**src/rtl/pc_gen_pkg.sv**
```systemverilog
// Shared definitions for the fetch program-counter generator.
package pc_gen_pkg;

  typedef enum logic [1:0] {
    ST_BOOT = 2'd0,
    ST_RUN  = 2'd1,
    ST_HALT = 2'd2
  } state_e;

  localparam int          DEF_XLEN         = 32;
  localparam logic [31:0] DEF_RESET_VECTOR = 32'h0000_0000;

  // Low-bit mask that must be zero in an aligned target.
  function automatic logic [63:0] align_mask(input int unsigned align);
    return 64'(align) - 64'd1;
  endfunction

endpackage

```
**src/rtl/pc_incr.sv**
```systemverilog
// Sequential-path adder: pc + INC, wrapping modulo 2^XLEN.
module pc_incr
  import pc_gen_pkg::*;
#(
  parameter int          XLEN = DEF_XLEN,
  parameter int unsigned INC  = 4
) (
  input  logic [XLEN-1:0] pc_i,
  output logic [XLEN-1:0] pc_inc_o
);

  assign pc_inc_o = pc_i + XLEN'(INC);

endmodule

```
**src/rtl/pc_gen.sv**
```systemverilog
// Fetch PC generator: valid/ready handshake, trap > redirect > sequential
// priority, misaligned-redirect detection, halt/resume and a fetch counter.
module pc_gen
  import pc_gen_pkg::*;
#(
  parameter int              XLEN         = DEF_XLEN,
  parameter logic [XLEN-1:0] RESET_VECTOR = XLEN'(DEF_RESET_VECTOR),
  parameter int unsigned     INC          = 4,
  parameter int unsigned     ALIGN        = 4,
  parameter int unsigned     CNT_W        = 32
) (
  input  logic             clk,
  input  logic             rst,
  output logic [XLEN-1:0]  pc_o,
  output logic             pc_valid_o,
  input  logic             pc_ready_i,
  input  logic             redirect_i,
  input  logic [XLEN-1:0]  redirect_pc_i,
  input  logic             trap_i,
  input  logic [XLEN-1:0]  trap_pc_i,
  input  logic             halt_i,
  input  logic             resume_i,
  output logic             misalign_o,
  output logic [XLEN-1:0]  badaddr_o,
  output logic [1:0]       state_o,
  output logic [CNT_W-1:0] fetch_cnt_o
);

  localparam logic [XLEN-1:0] ALIGN_MASK = XLEN'(align_mask(ALIGN));

  state_e           r_state;
  logic [XLEN-1:0]  r_pc;
  logic             r_misalign;
  logic [XLEN-1:0]  r_badaddr;
  logic [CNT_W-1:0] r_cnt;

  state_e           w_state_nxt;
  logic [XLEN-1:0]  w_pc_nxt;
  logic             w_misalign_nxt;
  logic [XLEN-1:0]  w_badaddr_nxt;
  logic [CNT_W-1:0] w_cnt_nxt;
  logic [XLEN-1:0]  w_pc_inc;
  logic [XLEN-1:0]  w_trap_tgt;
  logic             w_redir_bad;
  logic             w_hs;

  pc_incr #(.XLEN(XLEN), .INC(INC)) u_pc_incr (
    .pc_i     (r_pc),
    .pc_inc_o (w_pc_inc)
  );

  assign w_trap_tgt  = trap_pc_i & ~ALIGN_MASK;
  assign w_redir_bad = (redirect_pc_i & ALIGN_MASK) != {XLEN{1'b0}};
  assign pc_valid_o  = (r_state == ST_RUN);
  assign w_hs        = pc_valid_o & pc_ready_i;

  // Next-state, next-PC, sticky-error and counter decode.
  always_comb begin
    w_state_nxt    = r_state;
    w_pc_nxt       = r_pc;
    w_misalign_nxt = r_misalign;
    w_badaddr_nxt  = r_badaddr;
    w_cnt_nxt      = w_hs ? (r_cnt + CNT_W'(1)) : r_cnt;
    case (r_state)
      ST_BOOT: begin
        w_state_nxt = ST_RUN;
      end
      ST_RUN: begin
        w_state_nxt = halt_i ? ST_HALT : ST_RUN;
        if (trap_i) begin
          w_pc_nxt       = w_trap_tgt;
          w_misalign_nxt = 1'b0;
          w_badaddr_nxt  = {XLEN{1'b0}};
        end else if (redirect_i && w_redir_bad) begin
          w_misalign_nxt = 1'b1;
          w_badaddr_nxt  = redirect_pc_i;
          w_state_nxt    = ST_HALT;
        end else if (redirect_i) begin
          w_pc_nxt = redirect_pc_i;
        end else if (w_hs) begin
          w_pc_nxt = w_pc_inc;
        end else begin
          w_pc_nxt = r_pc;
        end
      end
      ST_HALT: begin
        // Trap entry beats resume; redirect and halt are ignored here.
        if (trap_i) begin
          w_pc_nxt       = w_trap_tgt;
          w_misalign_nxt = 1'b0;
          w_badaddr_nxt  = {XLEN{1'b0}};
          w_state_nxt    = ST_RUN;
        end else if (resume_i) begin
          w_state_nxt = ST_RUN;
        end else begin
          w_state_nxt = ST_HALT;
        end
      end
      default: begin
        w_state_nxt = ST_BOOT;
      end
    endcase
  end

  // State, PC, error capture and fetch counter registers.
  always_ff @(posedge clk or posedge rst) begin
    if (rst) begin
      r_state    <= ST_BOOT;
      r_pc       <= RESET_VECTOR;
      r_misalign <= 1'b0;
      r_badaddr  <= {XLEN{1'b0}};
      r_cnt      <= {CNT_W{1'b0}};
    end else begin
      r_state    <= w_state_nxt;
      r_pc       <= w_pc_nxt;
      r_misalign <= w_misalign_nxt;
      r_badaddr  <= w_badaddr_nxt;
      r_cnt      <= w_cnt_nxt;
    end
  end

  assign pc_o        = r_pc;
  assign misalign_o  = r_misalign;
  assign badaddr_o   = r_badaddr;
  assign state_o     = r_state;
  assign fetch_cnt_o = r_cnt;

endmodule

```
**config.mk**
```make
export PLATFORM = sky130hd
export DESIGN_NAME = pc_gen
export DESIGN_NICKNAME = d
export VERILOG_FILES = /design/src/rtl/pc_gen_pkg.sv /design/src/rtl/pc_incr.sv /design/src/rtl/pc_gen.sv
export SDC_FILE = /design/constraint.sdc
export NUM_CORES = 1
export LEC_CHECK = 0
export ABC_AREA = 1
export CAP_MARGIN = 20
export CELL_PAD_IN_SITES_DETAIL_PLACEMENT = 1
export CELL_PAD_IN_SITES_GLOBAL_PLACEMENT = 2
export CORE_UTILIZATION = 26
export CTS_CLUSTER_DIAMETER = 40
export CTS_CLUSTER_SIZE = 28
export DETAILED_ROUTE_END_ITERATION = 8
export PLACE_DENSITY_LB_ADDON = 0.15
export SLEW_MARGIN = 25
export SYNTH_ARGS = -nofsm -noshare
export SYNTH_HDL_FRONTEND = slang
export SYNTH_SLANG_ARGS = --single-unit
```
**constraint.sdc**
```tcl
create_clock -name clk -period 4.45 [get_ports clk]
set_input_delay 0.89 -clock clk [delete_from_list [all_inputs] [get_ports clk]]
set_output_delay 0.89 -clock clk [all_outputs]
set_load 0.005 [all_outputs]
```
==> impl_metrics.json <==
{
  "outcome": "finished, final reports clean",
  "place_congestion": 0.810,
  "path_clk_slew_ns": 0.07,
  "rows": 55,
  "critPathKind": "in2reg",
  "io_pins": 171,
  "crit_buf_inv": 3,
  "grt_pass1_vias": 6228,
  "timing.fmax_mhz": 368,
  "h-tree-depth": 3,
  "critical-path-max-stage-delay_ns": 0.67,
  "grt_pass1_wl_um": 35100,
  "maxSlewHeadroom": 0.409,
  "clock-root-buffer": "clkbuf_16",
  "tns_ns": 0,
  "clock_latency_ns": 0.36,
  "synth_nets": 898,
  "setup_violations": 0,
  "finClkSkew_ns": 0.00924,
  "arrival_ns": 2.99,
  "powerDensity_nw_per_um2": 591,
  "cp-start-kind": "input port",
  "post-cts-setup-buffer-count": 0,
  "crit_slowest_cell": "inv_2",
  "grt_setup_unrepaired": "no",
  "avgRoutedWirePerCell_um": 17.0,
  "drcViolationCount": 0,
  "clock_sinks": 99,
  "cts_resized": 0,
  "crit_family": "buffers and inverters",
  "peakVddDrop_v": 0.000315,
  "drive_gt1_frac": 0.0610,
  "final_hold_viol_count": 0,
  "grt_start_max_net_pins": 63,
  "track_usage": 0.193,
  "power.switching_w": 0.00211,
  "totalWireLength_um": 21600,
  "swShare": 0.431,
  "p_int_w": 0.00279,
  "syn_area_um2": 5980,
  "viasPerCell": 4.62,
  "worstPathCellList": "clkdlybuf4s50_1, nor2_2, buf_4, inv_2, a21oi_1, a22oi_1",
  "p_leak_nw": 3.69,
  "fp.dieH_um": 154,
  "cp.required_ns": 4.72,
  "ys_ff_latch": 99,
  "cts_tree": "done",
  "hp-class": "reg2reg",
  "initial_core_util": 0.265,
  "yosys_warnings": 0,
  "io_buffers": 168,
  "cts_made_buffers": 9,
  "die_x_um": 154,
  "cts_hold_buf": 0,
  "diodes": 0,
  "synthCells": 821,
  "drv_cap": 0,
  "area_delta_synth_final_pct": 38.5,
  "place_hpwl_um": 16300,
  "tightest_slew_ns": 0.885,
  "nFillCells": 2776,
  "nets": 1056,
  "ys_types": 35,
  "p_comb_frac": 0.500,
  "maxSlewViolCount": 0,
  "postRouteAntennaNets": 0,
  "syn_avg_cell_area_um2": 7.28,
  "antenna_found_initial": 0,
  "drtIter0Drc": 177,
  "clk_path_buf_depth": 2,
  "grt.overflow.total": 0,
  "die-area_um2": 23600,
  "ys_seq_area_frac": 0.414,
  "placed_cell_area_um2": 7950,
  "fin_area_um2": 8280,
  "via_count": 5866,
  "period_needed_ns": 2.72,
  "power_frac_seq": 0.317,
  "firstDrtPassIters": 4,
  "core_um2": 22600,
  "crit_fanout": 47,
  "power.share.clock": 0.183,
  "fin_crit_sh": 0.611,
  "end_kind": "flop"
}
[per-layer routing]
| layer | share of wire | GRT usage | wire length [µm] | vias up |
|---|---|---|---|---|
| li1 | - | - | - | 2928 |
| met1 | 0.47 | 0.255 | 10100 | 2814 |
| met2 | 0.49 | 0.331 | 10600 | 109 |
| met3 | 0.030 | 0.0276 | 655 | 15 |
| met4 | 0.013 | 0.0481 | 274 | 0 |
| met5 | 0 | 0 | 0 | - |
[cells in the final DEF, fill, tap and decap left out, types with 19 or more instances in the layout]
| cell | n |
|---|---|
| nand2_1 | 197 |
| clkdlybuf4s50_1 | 168 |
| inv_1 | 120 |
| nor2_1 | 106 |
| dfrtp_1 | 99 |
| a21oi_1 | 61 |
| nand3_1 | 53 |
| o21ai_0 | 32 |
| o22ai_2 | 19 |
| xor2_1 | 19 |
[layout make-up]
cell class                 instances  area (µm²)  area share
timing repair buffer             174        1740       0.210
multi-input combinational        569        2900       0.351
tap                              285         357      0.0431
inverter                         126         475      0.0574
clock inverter                     7        98.8      0.0119
sequential                        99        2480       0.299
clock buffer                       9         225      0.0272
[state kept, by name, summed over array words and instances, names as in the netlist]
name,count
pc_o,32
state_o,2
fetch_cnt_o,32
badaddr_o,32
misalign_o,1
[per-stage QoR]
stage          cells  setup WS, ns  total power [W]  hold slack [ns]   util
4_1_cts         1269          1.76          0.00497            0.536  0.367
6_report        1269          1.73          0.00489            0.527  0.367
3_3_place_gp    1253          1.40          0.00402            0.515  0.352
5_1_grt         1269          1.60          0.00534            0.553  0.367
3_5_place_dp    1253          1.39          0.00405            0.525  0.352
2_1_floorplan    821         0.970          0.00291            0.502      -
[cell usage after synthesis, drive strengths merged]
| cell type | n | area, µm² |
|---|---|---|
| nor3 | 12 | 60.1 |
| nand2 | 199 | 752 |
| clkbuf | 9 | 33.8 |
| o21bai | 2 | 15.0 |
| nor2 | 115 | 479 |
| inv | 125 | 469 |
| a22oi | 5 | 37.5 |
| nand3b | 3 | 22.5 |
| and3 | 1 | 6.26 |
| clkinv | 1 | 3.75 |
| nand3 | 53 | 265 |
| nand4 | 9 | 71.3 |
| o21ai | 37 | 189 |
| xnor2 | 11 | 96.3 |
| buf | 18 | 96.3 |
| o22ai | 26 | 282 |
| xor2 | 19 | 166 |
| a21boi | 3 | 26.3 |
| a31oi | 4 | 25.0 |
| o211ai | 3 | 22.5 |
| ha | 6 | 75.1 |
| dfrtp | 99 | 2480 |
| a21oi | 61 | 305 |
[kinds of logic (layout without fill, tap and decap cells)]
logic type / Yosys count / count (layout) / share of synthesized area
compound gates: 141 / 141 / 0.151
xor+xnor: 30 / 30 / 0.0440
fa+ha+maj: 6 / 6 / 0.0126
buf+inv: 153 / 316 / 0.101
flops: 99 / 99 / 0.414
simple gates: 392 / 392 / 0.277
[worst paths after layout]
path,start,to,slack (ns),depth (start not counted)
worst max-delay path,trap_i,pc_o[13],1.73,6
worst min-delay path,fetch_cnt_o[8],fetch_cnt_o[8],0.53,1
worst max register to register,state_o[0],pc_o[13],2.10,7
worst min register to register,fetch_cnt_o[8],fetch_cnt_o[8],0.53,1
max in group asynchronous,rst,pc_o[6],2.67,3
min in group asynchronous,rst,badaddr_o[26],1.03,2
[power groups by stage]
stage | Combinational, W | Clock (W) | Sequential [W]
after floorplan | 0.00142 | 0 | 0.00149
after global placement | 0.00245 | 0 | 0.00157
after detailed placement | 0.00248 | 0 | 0.00157
after CTS | 0.00249 | 0.000926 | 0.00156
after global routing | 0.00277 | 0.000960 | 0.00161
final | 0.00245 | 0.000895 | 0.00155
Note: power is estimated with default switching activity, not from simulation.
